--- src/rtl/mandel_coord_gen_pkg.sv ---
// Shared constants and types for the Mandelbrot coordinate generator.
// All fixed-point values are 32-bit signed two's complement with FRACTION fraction bits.
package mandel_coord_gen_pkg;

  localparam int unsigned FRACTION = 20;
  localparam int unsigned FP_W     = 32;

  localparam logic signed [FP_W-1:0] ONE  = 32'sd1 <<< FRACTION;
  localparam logic signed [FP_W-1:0] FOUR = 32'sd4 <<< FRACTION;

  typedef enum logic [0:0] {
    StIdle,
    StRun
  } state_e;

endpackage

--- src/rtl/mandel_coord_gen_if.sv ---
// Frame request and pixel stream bundle between the generator and its neighbours.
// The master side is the coordinate generator itself.
interface mandel_coord_gen_if
  import mandel_coord_gen_pkg::*;
#(
  parameter int unsigned H_RES = 640,
  parameter int unsigned V_RES = 480
);

  localparam int unsigned PxW = $clog2(H_RES);
  localparam int unsigned PyW = $clog2(V_RES);

  logic                   start;
  logic signed [FP_W-1:0] x0;
  logic signed [FP_W-1:0] y0;
  logic signed [FP_W-1:0] dx;
  logic signed [FP_W-1:0] dy;

  logic                   out_valid;
  logic                   out_ready;
  logic signed [FP_W-1:0] cr;
  logic signed [FP_W-1:0] ci;
  logic [PxW-1:0]         px;
  logic [PyW-1:0]         py;
  logic                   last;

  logic                   busy;
  logic                   frame_done;

  modport master (
    input  start,
    input  x0,
    input  y0,
    input  dx,
    input  dy,
    input  out_ready,
    output out_valid,
    output cr,
    output ci,
    output px,
    output py,
    output last,
    output busy,
    output frame_done
  );

  modport slave (
    output start,
    output x0,
    output y0,
    output dx,
    output dy,
    output out_ready,
    input  out_valid,
    input  cr,
    input  ci,
    input  px,
    input  py,
    input  last,
    input  busy,
    input  frame_done
  );

endinterface

--- src/rtl/mandel_axis_counter.sv ---
// One scan axis: an index counter paired with a fixed-point accumulator.
// On wrap the index returns to 0 and the accumulator to the latched base value.
module mandel_axis_counter
  import mandel_coord_gen_pkg::*;
#(
  parameter int unsigned Count = 2,
  parameter int unsigned IdxW  = 1
) (
  input  logic                   clk,
  input  logic                   rst_n,
  input  logic                   i_load,
  input  logic signed [FP_W-1:0] i_load_val,
  input  logic                   i_step,
  input  logic signed [FP_W-1:0] i_base,
  input  logic signed [FP_W-1:0] i_delta,
  output logic [IdxW-1:0]        o_idx,
  output logic signed [FP_W-1:0] o_acc,
  output logic                   o_carry
);

  localparam logic [IdxW-1:0] LastIdx = IdxW'(Count - 1);

  logic [IdxW-1:0]        r_idx;
  logic signed [FP_W-1:0] r_acc;
  logic                   w_carry;

  assign w_carry = (r_idx == LastIdx);

  // Load wins over step: a new frame always starts from the freshly supplied origin.
  always_ff @(posedge clk or negedge rst_n) begin
    if (!rst_n) begin
      r_idx <= '0;
      r_acc <= '0;
    end else if (i_load) begin
      r_idx <= '0;
      r_acc <= i_load_val;
    end else if (i_step) begin
      if (w_carry) begin
        r_idx <= '0;
        r_acc <= i_base;
      end else begin
        r_idx <= r_idx + 1'b1;
        r_acc <= r_acc + i_delta;
      end
    end
  end

  assign o_idx   = r_idx;
  assign o_acc   = r_acc;
  assign o_carry = w_carry;

endmodule

--- src/rtl/mandel_coord_gen.sv ---
// Raster-scan generator of complex c coordinates for a Mandelbrot iteration stage.
// Emits one pixel per accepted transfer, left to right then top to bottom.
module mandel_coord_gen #(
  parameter int unsigned H_RES    = 640,
  parameter int unsigned V_RES    = 480,
  parameter int unsigned FRACTION = mandel_coord_gen_pkg::FRACTION
) (
  input logic               clk,
  input logic               rst_n,
  mandel_coord_gen_if.master bus
);

  import mandel_coord_gen_pkg::*;

  localparam int unsigned PxW = $clog2(H_RES);
  localparam int unsigned PyW = $clog2(V_RES);

  if (H_RES < 2 || V_RES < 2 || FRACTION >= FP_W) begin : g_bad_param
    $error("mandel_coord_gen: unsupported parameter set");
  end

  state_e                 r_state;
  state_e                 w_state_next;
  logic                   r_frame_done;
  logic                   w_frame_done_next;

  logic signed [FP_W-1:0] r_x0;
  logic signed [FP_W-1:0] r_y0;
  logic signed [FP_W-1:0] r_dx;
  logic signed [FP_W-1:0] r_dy;
  logic signed [FP_W-1:0] w_neg_dy;

  logic                   w_start_frame;
  logic                   w_out_valid;
  logic                   w_xfer;
  logic                   w_last;
  logic                   w_col_carry;
  logic                   w_row_carry;
  logic                   w_row_step;
  logic [PxW-1:0]         w_px;
  logic [PyW-1:0]         w_py;
  logic signed [FP_W-1:0] w_cr;
  logic signed [FP_W-1:0] w_ci;

  assign w_start_frame = (r_state == StIdle) && bus.start;
  assign w_out_valid   = (r_state == StRun);
  assign w_xfer        = w_out_valid && bus.out_ready;
  assign w_last        = w_out_valid && w_col_carry && w_row_carry;
  assign w_row_step    = w_xfer && w_col_carry;
  // Rows descend in the imaginary axis, so the row accumulator adds -dy.
  assign w_neg_dy      = -r_dy;

  always_ff @(posedge clk or negedge rst_n) begin
    if (!rst_n) begin
      r_x0 <= '0;
      r_y0 <= '0;
      r_dx <= '0;
      r_dy <= '0;
    end else if (w_start_frame) begin
      r_x0 <= bus.x0;
      r_y0 <= bus.y0;
      r_dx <= bus.dx;
      r_dy <= bus.dy;
    end
  end

  always_ff @(posedge clk or negedge rst_n) begin
    if (!rst_n) begin
      r_state      <= StIdle;
      r_frame_done <= 1'b0;
    end else begin
      r_state      <= w_state_next;
      r_frame_done <= w_frame_done_next;
    end
  end

  always_comb begin
    w_state_next      = r_state;
    w_frame_done_next = 1'b0;
    unique case (r_state)
      StIdle: begin
        if (bus.start) begin
          w_state_next = StRun;
        end
      end
      StRun: begin
        if (w_xfer && w_last) begin
          w_state_next      = StIdle;
          w_frame_done_next = 1'b1;
        end
      end
      default: w_state_next = StIdle;
    endcase
  end

  mandel_axis_counter #(
    .Count (H_RES),
    .IdxW  (PxW)
  ) u_col (
    .clk        (clk),
    .rst_n      (rst_n),
    .i_load     (w_start_frame),
    .i_load_val (bus.x0),
    .i_step     (w_xfer),
    .i_base     (r_x0),
    .i_delta    (r_dx),
    .o_idx      (w_px),
    .o_acc      (w_cr),
    .o_carry    (w_col_carry)
  );

  mandel_axis_counter #(
    .Count (V_RES),
    .IdxW  (PyW)
  ) u_row (
    .clk        (clk),
    .rst_n      (rst_n),
    .i_load     (w_start_frame),
    .i_load_val (bus.y0),
    .i_step     (w_row_step),
    .i_base     (r_y0),
    .i_delta    (w_neg_dy),
    .o_idx      (w_py),
    .o_acc      (w_ci),
    .o_carry    (w_row_carry)
  );

  assign bus.out_valid  = w_out_valid;
  assign bus.cr         = w_cr;
  assign bus.ci         = w_ci;
  assign bus.px         = w_px;
  assign bus.py         = w_py;
  assign bus.last       = w_last;
  assign bus.busy       = w_out_valid;
  assign bus.frame_done = r_frame_done;

endmodule

--- src/flat_wrapper.sv ---
// flat-port wrapper written by rule: the top's interface ports become plain ports
module mandel_coord_gen_flat import mandel_coord_gen_pkg::*;
#(
  parameter int unsigned H_RES    = 640,
  parameter int unsigned V_RES    = 480,
  parameter int unsigned FRACTION = mandel_coord_gen_pkg::FRACTION
)
  (clk, rst_n, bus_start, bus_x0, bus_y0, bus_dx, bus_dy, bus_out_ready, bus_out_valid, bus_cr, bus_ci, bus_px, bus_py, bus_last, bus_busy, bus_frame_done);
  mandel_coord_gen_if #(.H_RES(H_RES), .V_RES(V_RES)) bus_i ();
  input logic clk;
  input logic rst_n;
  input wire logic [$bits(bus_i.start)-1:0] bus_start;
  input wire logic [$bits(bus_i.x0)-1:0] bus_x0;
  input wire logic [$bits(bus_i.y0)-1:0] bus_y0;
  input wire logic [$bits(bus_i.dx)-1:0] bus_dx;
  input wire logic [$bits(bus_i.dy)-1:0] bus_dy;
  input wire logic [$bits(bus_i.out_ready)-1:0] bus_out_ready;
  output wire logic [$bits(bus_i.out_valid)-1:0] bus_out_valid;
  output wire logic [$bits(bus_i.cr)-1:0] bus_cr;
  output wire logic [$bits(bus_i.ci)-1:0] bus_ci;
  output wire logic [$bits(bus_i.px)-1:0] bus_px;
  output wire logic [$bits(bus_i.py)-1:0] bus_py;
  output wire logic [$bits(bus_i.last)-1:0] bus_last;
  output wire logic [$bits(bus_i.busy)-1:0] bus_busy;
  output wire logic [$bits(bus_i.frame_done)-1:0] bus_frame_done;
  assign bus_i.start = bus_start;
  assign bus_i.x0 = bus_x0;
  assign bus_i.y0 = bus_y0;
  assign bus_i.dx = bus_dx;
  assign bus_i.dy = bus_dy;
  assign bus_i.out_ready = bus_out_ready;
  assign bus_out_valid = bus_i.out_valid;
  assign bus_cr = bus_i.cr;
  assign bus_ci = bus_i.ci;
  assign bus_px = bus_i.px;
  assign bus_py = bus_i.py;
  assign bus_last = bus_i.last;
  assign bus_busy = bus_i.busy;
  assign bus_frame_done = bus_i.frame_done;
  mandel_coord_gen #(.H_RES(H_RES), .V_RES(V_RES), .FRACTION(FRACTION)) u_core (.clk(clk), .rst_n(rst_n), .bus(bus_i));
endmodule
--- config.mk ---
export PLATFORM = sky130hd
export DESIGN_NAME = mandel_coord_gen_flat
export DESIGN_NICKNAME = d
export VERILOG_FILES = /design/src/rtl/mandel_coord_gen_pkg.sv /design/src/rtl/mandel_coord_gen_if.sv /design/src/rtl/mandel_axis_counter.sv /design/src/rtl/mandel_coord_gen.sv /design/src/flat_wrapper.sv
export SDC_FILE = /design/constraint.sdc
export NUM_CORES = 1
export LEC_CHECK = 0
export CAP_MARGIN = 20
export CORE_ASPECT_RATIO = 0.6
export CORE_MARGIN = 10
export CORE_UTILIZATION = 28
export CTS_CLUSTER_DIAMETER = 100
export CTS_CLUSTER_SIZE = 40
export DETAILED_ROUTE_END_ITERATION = 12
export PLACE_DENSITY = 0.47
export REMOVE_ABC_BUFFERS = 1
export SETUP_SLACK_MARGIN = 0.02
export SLEW_MARGIN = 5
export SYNTH_ARGS = -nofsm -noshare
export SYNTH_HDL_FRONTEND = slang
export SYNTH_SLANG_ARGS = --single-unit
export TNS_END_PERCENT = 1
--- constraint.sdc ---
create_clock -name clk -period 3.19 [get_ports clk]
set_input_delay 0.638 -clock clk [delete_from_list [all_inputs] [get_ports clk]]
set_output_delay 0.638 -clock clk [all_outputs]
set_load 0.03 [all_outputs]
==> results of run 1 <==
[layer usage]
| metal | up-vias | global-route usage | wire (µm) |
|---|---|---|---|
| met5 | - | 0 | 38 |
| met4 | 4 | 0.0244 | 622 |
| met3 | 32 | 0.0300 | 2000 |
| met2 | 224 | 0.236 | 18000 |
| met1 | 5205 | 0.229 | 20700 |
| li1 | 5239 | - | - |
[repair_timing]
item,CTS,global route
pin swaps,7,5
gates resized for setup,7,13
setup buffers,1,0
setup endpoints to repair,8,19
[Yosys cell counts (12+ instances only)]
| master | number | area (µm²) |
|---|---|---|
| a211oi_1 | 13 | 97.6 |
| a21o_1 | 33 | 248 |
| a21oi_1 | 74 | 370 |
| a22oi_1 | 23 | 173 |
| clkbuf_1 | 49 | 184 |
| dfrtp_1 | 213 | 5330 |
| ha_1 | 64 | 801 |
| inv_1 | 42 | 158 |
| nand2_1 | 405 | 1520 |
| nand3_1 | 26 | 130 |
| nand4_1 | 12 | 75.1 |
| nor2_1 | 62 | 233 |
| o211ai_1 | 23 | 173 |
| o21ai_0 | 130 | 651 |
| xnor2_1 | 28 | 245 |
| xor2_1 | 26 | 228 |
[flip-flops by register name, indices dropped and copies added (netlist names)]
| signal | cells |
|---|---|
| u_core.u_row.o_idx | 9 |
| u_core.r_y0 | 32 |
| u_core.r_dx | 32 |
| u_core.u_col.o_acc | 32 |
| u_core.r_x0 | 32 |
| u_core.r_dy | 32 |
| u_core.u_col.o_idx | 10 |
| u_core.u_row.o_acc | 32 |
| u_core.bus.frame_done | 1 |
| u_core.bus.busy | 1 |
[area by class of cell]
class                           count  area (µm²)
Clock inverter                      3        45.0
Inverter                           43         161
Clock buffer                       13         283
Fill cell                        4361       26700
Sequential cell                   213        5330
Tap cell                          570         713
Multi-Input combinational cell   1078        6350
Timing Repair Buffer              258        2550
[worst max path at each step]
| stage | depth (start not counted) | to | slack [ns] |
|---|---|---|---|
| after floorplan | 4 | u_core.u_col.o_acc[19] | -7.11 |
| after detailed placement | 12 | u_core.u_col.o_acc[28] | -0.32 |
| after CTS | 12 | u_core.u_col.o_acc[28] | -0.06 |
| after global placement | 12 | u_core.u_col.o_acc[28] | -0.27 |
| after global routing | 12 | u_core.u_col.o_acc[28] | -0.13 |
| final | 12 | u_core.u_col.o_acc[28] | 0.04 |
[power groups by stage]
| stage | sequential [mW] | clock, mW | combinational [mW] |
|---|---|---|---|
| 6_report | 4.24 | 1.70 | 8.36 |
| 5_1_grt | 4.37 | 1.87 | 9.25 |
| 4_1_cts | 4.25 | 1.78 | 8.25 |
| 3_5_place_dp | 4.30 | 0 | 8.11 |
| 3_3_place_gp | 4.28 | 0 | 8.08 |
| 2_1_floorplan | 4.85 | 0 | 4.85 |
[cell families after synthesis]
family,after synthesis
AOI/OAI and AO/OA,391
and+or+nand+nor,561
DFF,213
adders and majority gates,66
buffers and inverters,108
xor gates and xnor gates,54
muxes,6
[per-stage QoR]
stage | setup WS, ns | utilization | TNS [ns] | instance area [µm²]
final | 0.0363 | 0.367 | 0 | 15400
after global routing | -0.131 | 0.367 | -0.832 | 15400
after CTS | -0.0594 | 0.365 | -0.0594 | 15400
after detailed placement | -0.317 | 0.356 | -0.858 | 15000
after global placement | -0.270 | 0.356 | -0.656 | 15000
after floorplan | -7.11 | - | -899.56 | 11700
==> summary.txt, run 1 <==
Synth
  • Number of synthesized flops with an enable pin: 0
  • Post-Syn Area: 0.0120 mm²
  • Distinct cells, synth: 67
  • Top FF cell, synth: dfrtp_1
  • Synth Register Bits: about 210
  • Area fraction in compound gates after synthesis: 0.210
  • Adder-cell share of the synthesized area: 0.0701
  • Ys Warns: 0
  • Post-synthesis simple-gate area fraction: 0.194
  • Post-synthesis average cell area: 8.58 µm²
  • Sequential area share after synthesis: 0.444
  • Xor-xnor portion of the synthesized cell area: 0.0394
  • Post-synthesis mux area share: 0.00501
  • Asr flop ratio synth: 1.00
  • Largest family of logic cells by synthesized area: compound AO/OA/AOI/OAI gates
  • Syn Inst Count: ~1.4k

Clock tree
  • CTS Buf Count: 10
  • CTS tree: yes
  • Clock latency on the worst-skew pair: 0.54 ns
  • H-Tree Depth: 1
  • Clock sinks: 213
  • Hold_buf cts: 0
  • Root Buffer Master: clkbuf_16
  • Clock buffer depth: 3
  • Clock slew at reported path FFs: 0.16 ns

Setup path
  • Launch point of the worst path: u_core.u_col.o_acc[0]
  • CP max stage cell: dfrtp_1
  • Crit Path Max Fanout: 3
  • Crit-path max cell delay: 0.41 ns
  • Startpoint types: register
  • Top cell family by delay on the critical path: compound AO/OA/AOI/OAI gates
  • Crit path buf inv count: 0
  • Crit path DAT: around 3.6 ns
  • Reg-to-reg slack, setup: 0.04 ns
  • CP required: 3.60 ns
  • CP Capture Type: register
  • Setup CP Type: register to register
  • Cells along the critical path: ha_2 -> fa_2 -> a211o_1 -> a2111oi_4 -> o2111ai_4 -> a31oi_4 -> o31ai_4 -> a21oi_4 -> o21ai_2 -> xnor2_1 -> a211oi_1 -> a221o_1
  • Reg-to-Reg End: u_core.u_col.o_acc[28]
  • Reg2Reg Depth: 12
  • Worst r2r src: u_core.u_col.o_acc[0]

STA
  • Fin. Hold Viols: 0
  • Final slew viol count: 0
  • Fmax: ~320 MHz
  • Skew final: 0.0558 ns
  • Tightest Pin Transition: roughly 0.75 ns
  • RSZ-0062 raised after global routing: yes
  • Slew HR: 0.501
  • Period Utilization, post-route: 0.989
  • Final hold slack: about 0.032 ns
  • Minimum clock period: 3.15 ns
  • Final setup vio count: 0

Detailed routing
  • DR iter-0 viols: 725
  • DR WL/cell: 19.0 µm
  • Via count: 10.7k
  • DRC: 0
  • Drt total wl: 41.4 mm
  • DRT antenna net count: 0
  • DRT Pass-1 Iters: 4
  • Vias per inst: 4.91

Floorplan
  • Core box area: between 0.04 and 0.05 mm²
  • Chip Width: 287 µm
  • FP Rows: 58
  • Die span in y: 180 µm
  • I/O pin cnt: 219
  • Initial Util: 0.285
  • Die footprint: 0.0518 mm²

GRT
  • First-pass GRT wire length: 65.4 mm
  • Remaining Overflow, GRT: 0
  • Total track usage: 0.156
  • Number of global-route vias before repair: between 10k and 15k
  • Largest net degree at the start of global routing: 103
  • Initial antenna violation count: 2

Power
  • Pint: 7.81 mW
  • Leak pwr: 6.99 nW
  • Sw Share: 0.454
  • Final Power: 14.3 mW
  • Psw: 6.49 mW
  • Combinational power share: 0.585
  • Clock Power Share: 0.119
  • Peak VDD IR: 0.453 mV
  • Pwr Density: 927 mW/mm²
  • Flop pwr share: 0.297

Final layout
  • Layout cells sized above 1: 0.0585
  • Most common cell after layout, fill and taps aside: nand2_1
  • Non-filler cells, final: 2,178
  • Nets: between 1.5k and 2k
  • Most frequent cells in the layout: nand2_1, clkdlybuf4s50_1, dfrtp_1
  • Layout area overhead: 28.6%
  • Ant. Diodes: 0

Run
  • Max Cap Viol: 0

Place
  • Port Buffers: 218
  • Cells after DPL: 2,161
  • GP Congestion: 0.923
  • Hpwl dp: a little over 30 mm

Worst hold path
  • Tightest Hold Check Type: input pin to asynchronous set/reset pin

Status
  • Run status: completed
Note: power is estimated with default switching activity, not from simulation.
==> run 2: changes to the inputs <==
--- a/config.mk
+++ b/config.mk
@@ -12,6 +12,7 @@
 export CTS_CLUSTER_DIAMETER = 100
 export CTS_CLUSTER_SIZE = 40
 export DETAILED_ROUTE_END_ITERATION = 12
+export HOLD_SLACK_MARGIN = 0.05
 export PLACE_DENSITY = 0.47
 export REMOVE_ABC_BUFFERS = 1
 export SETUP_SLACK_MARGIN = 0.02
==> constraint.sdc (replaced) <==
create_clock -name clk -period 2.7 [get_ports clk]
set_input_delay 0.54 -clock clk [delete_from_list [all_inputs] [get_ports clk]]
set_output_delay 0.54 -clock clk [all_outputs]
set_load 0.03 [all_outputs]
==> run 2 against run 1 <==
The run now ends with negative setup slack left. Clock power grew 18%. Sequential power grew 18%. Global-route usage grew 0.21 points. Hold slack gained 0.46 ns. Worst setup slack lost 0.50 ns. Register-to-register slack lost 0.50 ns. Clock skew shrank 0.0048 ns. Die area is the same. Combinational power grew 36%. Maximum frequency shrank 0.33%. Power grew 28%. Core utilization grew 2.6 points. Largest power group unchanged.
==> summary.txt, run 2 (synthesis gave the netlist of run 1 again) <==
Clock tree
  • Clock buffer depth: 3
  • H-Tree Depth: 1
  • Root Buffer Master: clkbuf_16
  • Clock slew at reported path FFs: 0.13 ns
  • Clock sinks: roughly 210
  • CTS Buf Count: 10
  • Clock latency on the worst-skew pair: 0.52 ns
  • CTS tree: yes

STA
  • Setup ws final: -0.464 ns
  • Fin Setup TNS: -3.22 ns
  • RSZ-0062 raised after global routing: yes
  • Slew HR: 0.508
  • Fmax: 316 MHz
  • Final slew viol count: 0
  • Final setup vio count: 17
  • Minimum clock period: approximately 3.2 ns
  • Period Utilization, post-route: 1.17
  • Skew final: just over 0.05 ns
  • Tightest Pin Transition: 0.737 ns
  • Fin. Hold Viols: 0

Setup path
  • Levels on crit path: 12
  • Worst r2r src: u_core.u_col.o_acc[0]
  • CP Capture Type: register
  • Top cell family by delay on the critical path: compound AO/OA/AOI/OAI gates
  • Cells along the critical path: ha_2 -> fa_2 -> a211o_1 -> a2111oi_4 -> o2111ai_4 -> a31oi_4 -> o31ai_4 -> a21oi_4 -> o21ai_1 -> xnor2_1 -> a211oi_1 -> a221o_1
  • Setup CP Type: register to register
  • CP max stage cell: dfrtp_1
  • Crit-path max cell delay: 0.41 ns
  • Startpoint types: register
  • CP required: 3.09 ns
  • Reg-to-Reg End: u_core.u_col.o_acc[28]
  • Launch point of the worst path: u_core.u_col.o_acc[0]
  • Crit Path Max Fanout: 2
  • Crit path buf inv count: 0
  • Setup crit end: u_core.u_col.o_acc[28]
  • Reg-to-reg slack, setup: -0.46 ns
  • Reg2Reg Depth: 12
  • Crit path DAT: 3.55 ns

Detailed routing
  • DRC: 0
  • DR iter-0 viols: 827
  • Vias per inst: 4.82
  • Drt total wl: 41.7 mm
  • DR WL/cell: 18.3 µm
  • Via count: 11.0k
  • DRT antenna net count: 0
  • DRT Pass-1 Iters: 5

Power
  • Sw Share: 0.438
  • Leak pwr: ~7.6 nW
  • Pwr Density: 1110 mW/mm²
  • Flop pwr share: 0.272
  • Peak VDD IR: 0.492 mV
  • Combinational power share: 0.619
  • Clock Power Share: 0.109
  • Psw: 8.03 mW
  • Pint: 10.3 mW

Final layout
  • Ant. Diodes: 0
  • Nets: 1,906
  • Layout cells sized above 1: 0.134
  • Most common cell after layout, fill and taps aside: nand2_1
  • Fin util: 0.392
  • Non-filler cells, final: 2,281
  • Area of the multi-input gates: between 0.006 and 0.007 mm²
  • Filler cells: around 4.3k
  • Layout area overhead: 37.6%
  • Register area: 0.00533 mm²
  • Most frequent cells in the layout: nand2_1, clkdlybuf4s50_1, dfrtp_1
  • Final instance area: between 0.015 and 0.02 mm²

Status
  • Failing checks: negative setup slack
  • Run status: complete, but fails checks

Worst hold path
  • Tightest Hold Check Type: register to register

Floorplan
  • Die span in y: about 180 µm
  • Core box area: 0.0421 mm²
  • Chip Width: about 290 µm
  • FP Rows: 58
  • Initial Util: 0.285
  • Die footprint: 0.0518 mm²
  • I/O pin cnt: 219

Place
  • Cells after DPL: about 2.3k
  • Port Buffers: around 220
  • Placed inst area: 0.0158 mm²
  • Hpwl dp: between 30 and 40 mm
  • Pre-CTS setup slack: -0.715 ns
  • GP Congestion: 0.933

GRT
  • Total track usage: 0.158
  • Largest net degree at the start of global routing: 66
  • First-pass GRT wire length: 66.2 mm
  • Remaining Overflow, GRT: 0
  • Number of global-route vias before repair: 11.1k
  • Initial antenna violation count: 1

Run
  • Max Cap Viol: 0
run 2: cell types whose count changed in the layout (fill, tap and decap cells not counted), moves of 3 or more:
cell	delta
o21ai_1	+3
buf_12	+6
a211oi_2	+3
buf_4	+96
o21ai_0	-5
a211oi_1	-3
a21oi_1	-7
ha_4	+4
ha_1	-4
a21oi_2	+5
run 2: layout make-up:
type / count / share of cell area
clock inverters: 4 / 0.00364
flip-flops and latches: 213 / 0.323
well taps: 570 / 0.0432
inverters: 43 / 0.00978
clock buffers: 11 / 0.0167
repair buffers: 362 / 0.207
multi-input cells: 1078 / 0.397
run 2: worst min-delay path by stage:
| stage | startpoint | endpoint | slack [ns] | depth (start not counted) |
|---|---|---|---|---|
| 2_1_floorplan | rst_n | u_core.bus.busy | 0.24 | 0 |
| 3_3_place_gp | u_core.r_x0[3] | u_core.r_x0[3] | 0.46 | 2 |
| 3_5_place_dp | u_core.r_y0[14] | u_core.r_y0[14] | 0.46 | 2 |
| 4_1_cts | u_core.r_x0[19] | u_core.r_x0[19] | 0.49 | 2 |
| 5_1_grt | bus_dx[11] | u_core.r_dx[11] | 0.51 | 3 |
| 6_report | u_core.r_x0[31] | u_core.r_x0[31] | 0.49 | 2 |
run 2: power groups by stage:
stage	Clock [mW]	Sequential (mW)	Combinational (mW)
floorplan	0	5.73	5.73
global placement	0	5.03	10.6
detailed placement	0	5.03	10.6
CTS	2.09	5.00	11.1
global route	2.21	5.14	12.5
finish	2.00	4.99	11.4
run 2: routing by layer:
layer / part of all wire / GRT usage
met5: 0.00031 / 0
met3: 0.042 / 0.0257
met2: 0.43 / 0.237
met4: 0.011 / 0.0203
met1: 0.52 / 0.238
run 2: worst min-delay path: cells and delay by family (launching register included):
family	cells	cell delay, ns
AND/OR/NAND/NOR	2	0.11
flip-flops	1	0.36
run 2: stage by stage:
stage / hold slack [ns] / total power, mW
after detailed placement: 0.463 / 15.7
after global routing: 0.507 / 19.9
after CTS: 0.492 / 18.2
after global placement: 0.459 / 15.7
after floorplan: 0.244 / 11.5
final: 0.488 / 18.3
run 2: timing repair:
item                       in CTS  in global routing
pin swaps                      23                 13
setup endpoints to repair      32                 36
resized for setup              40                 25
buffers inserted                3                  0
hold endpoints to repair       57                  0
hold buffers                    1                  0
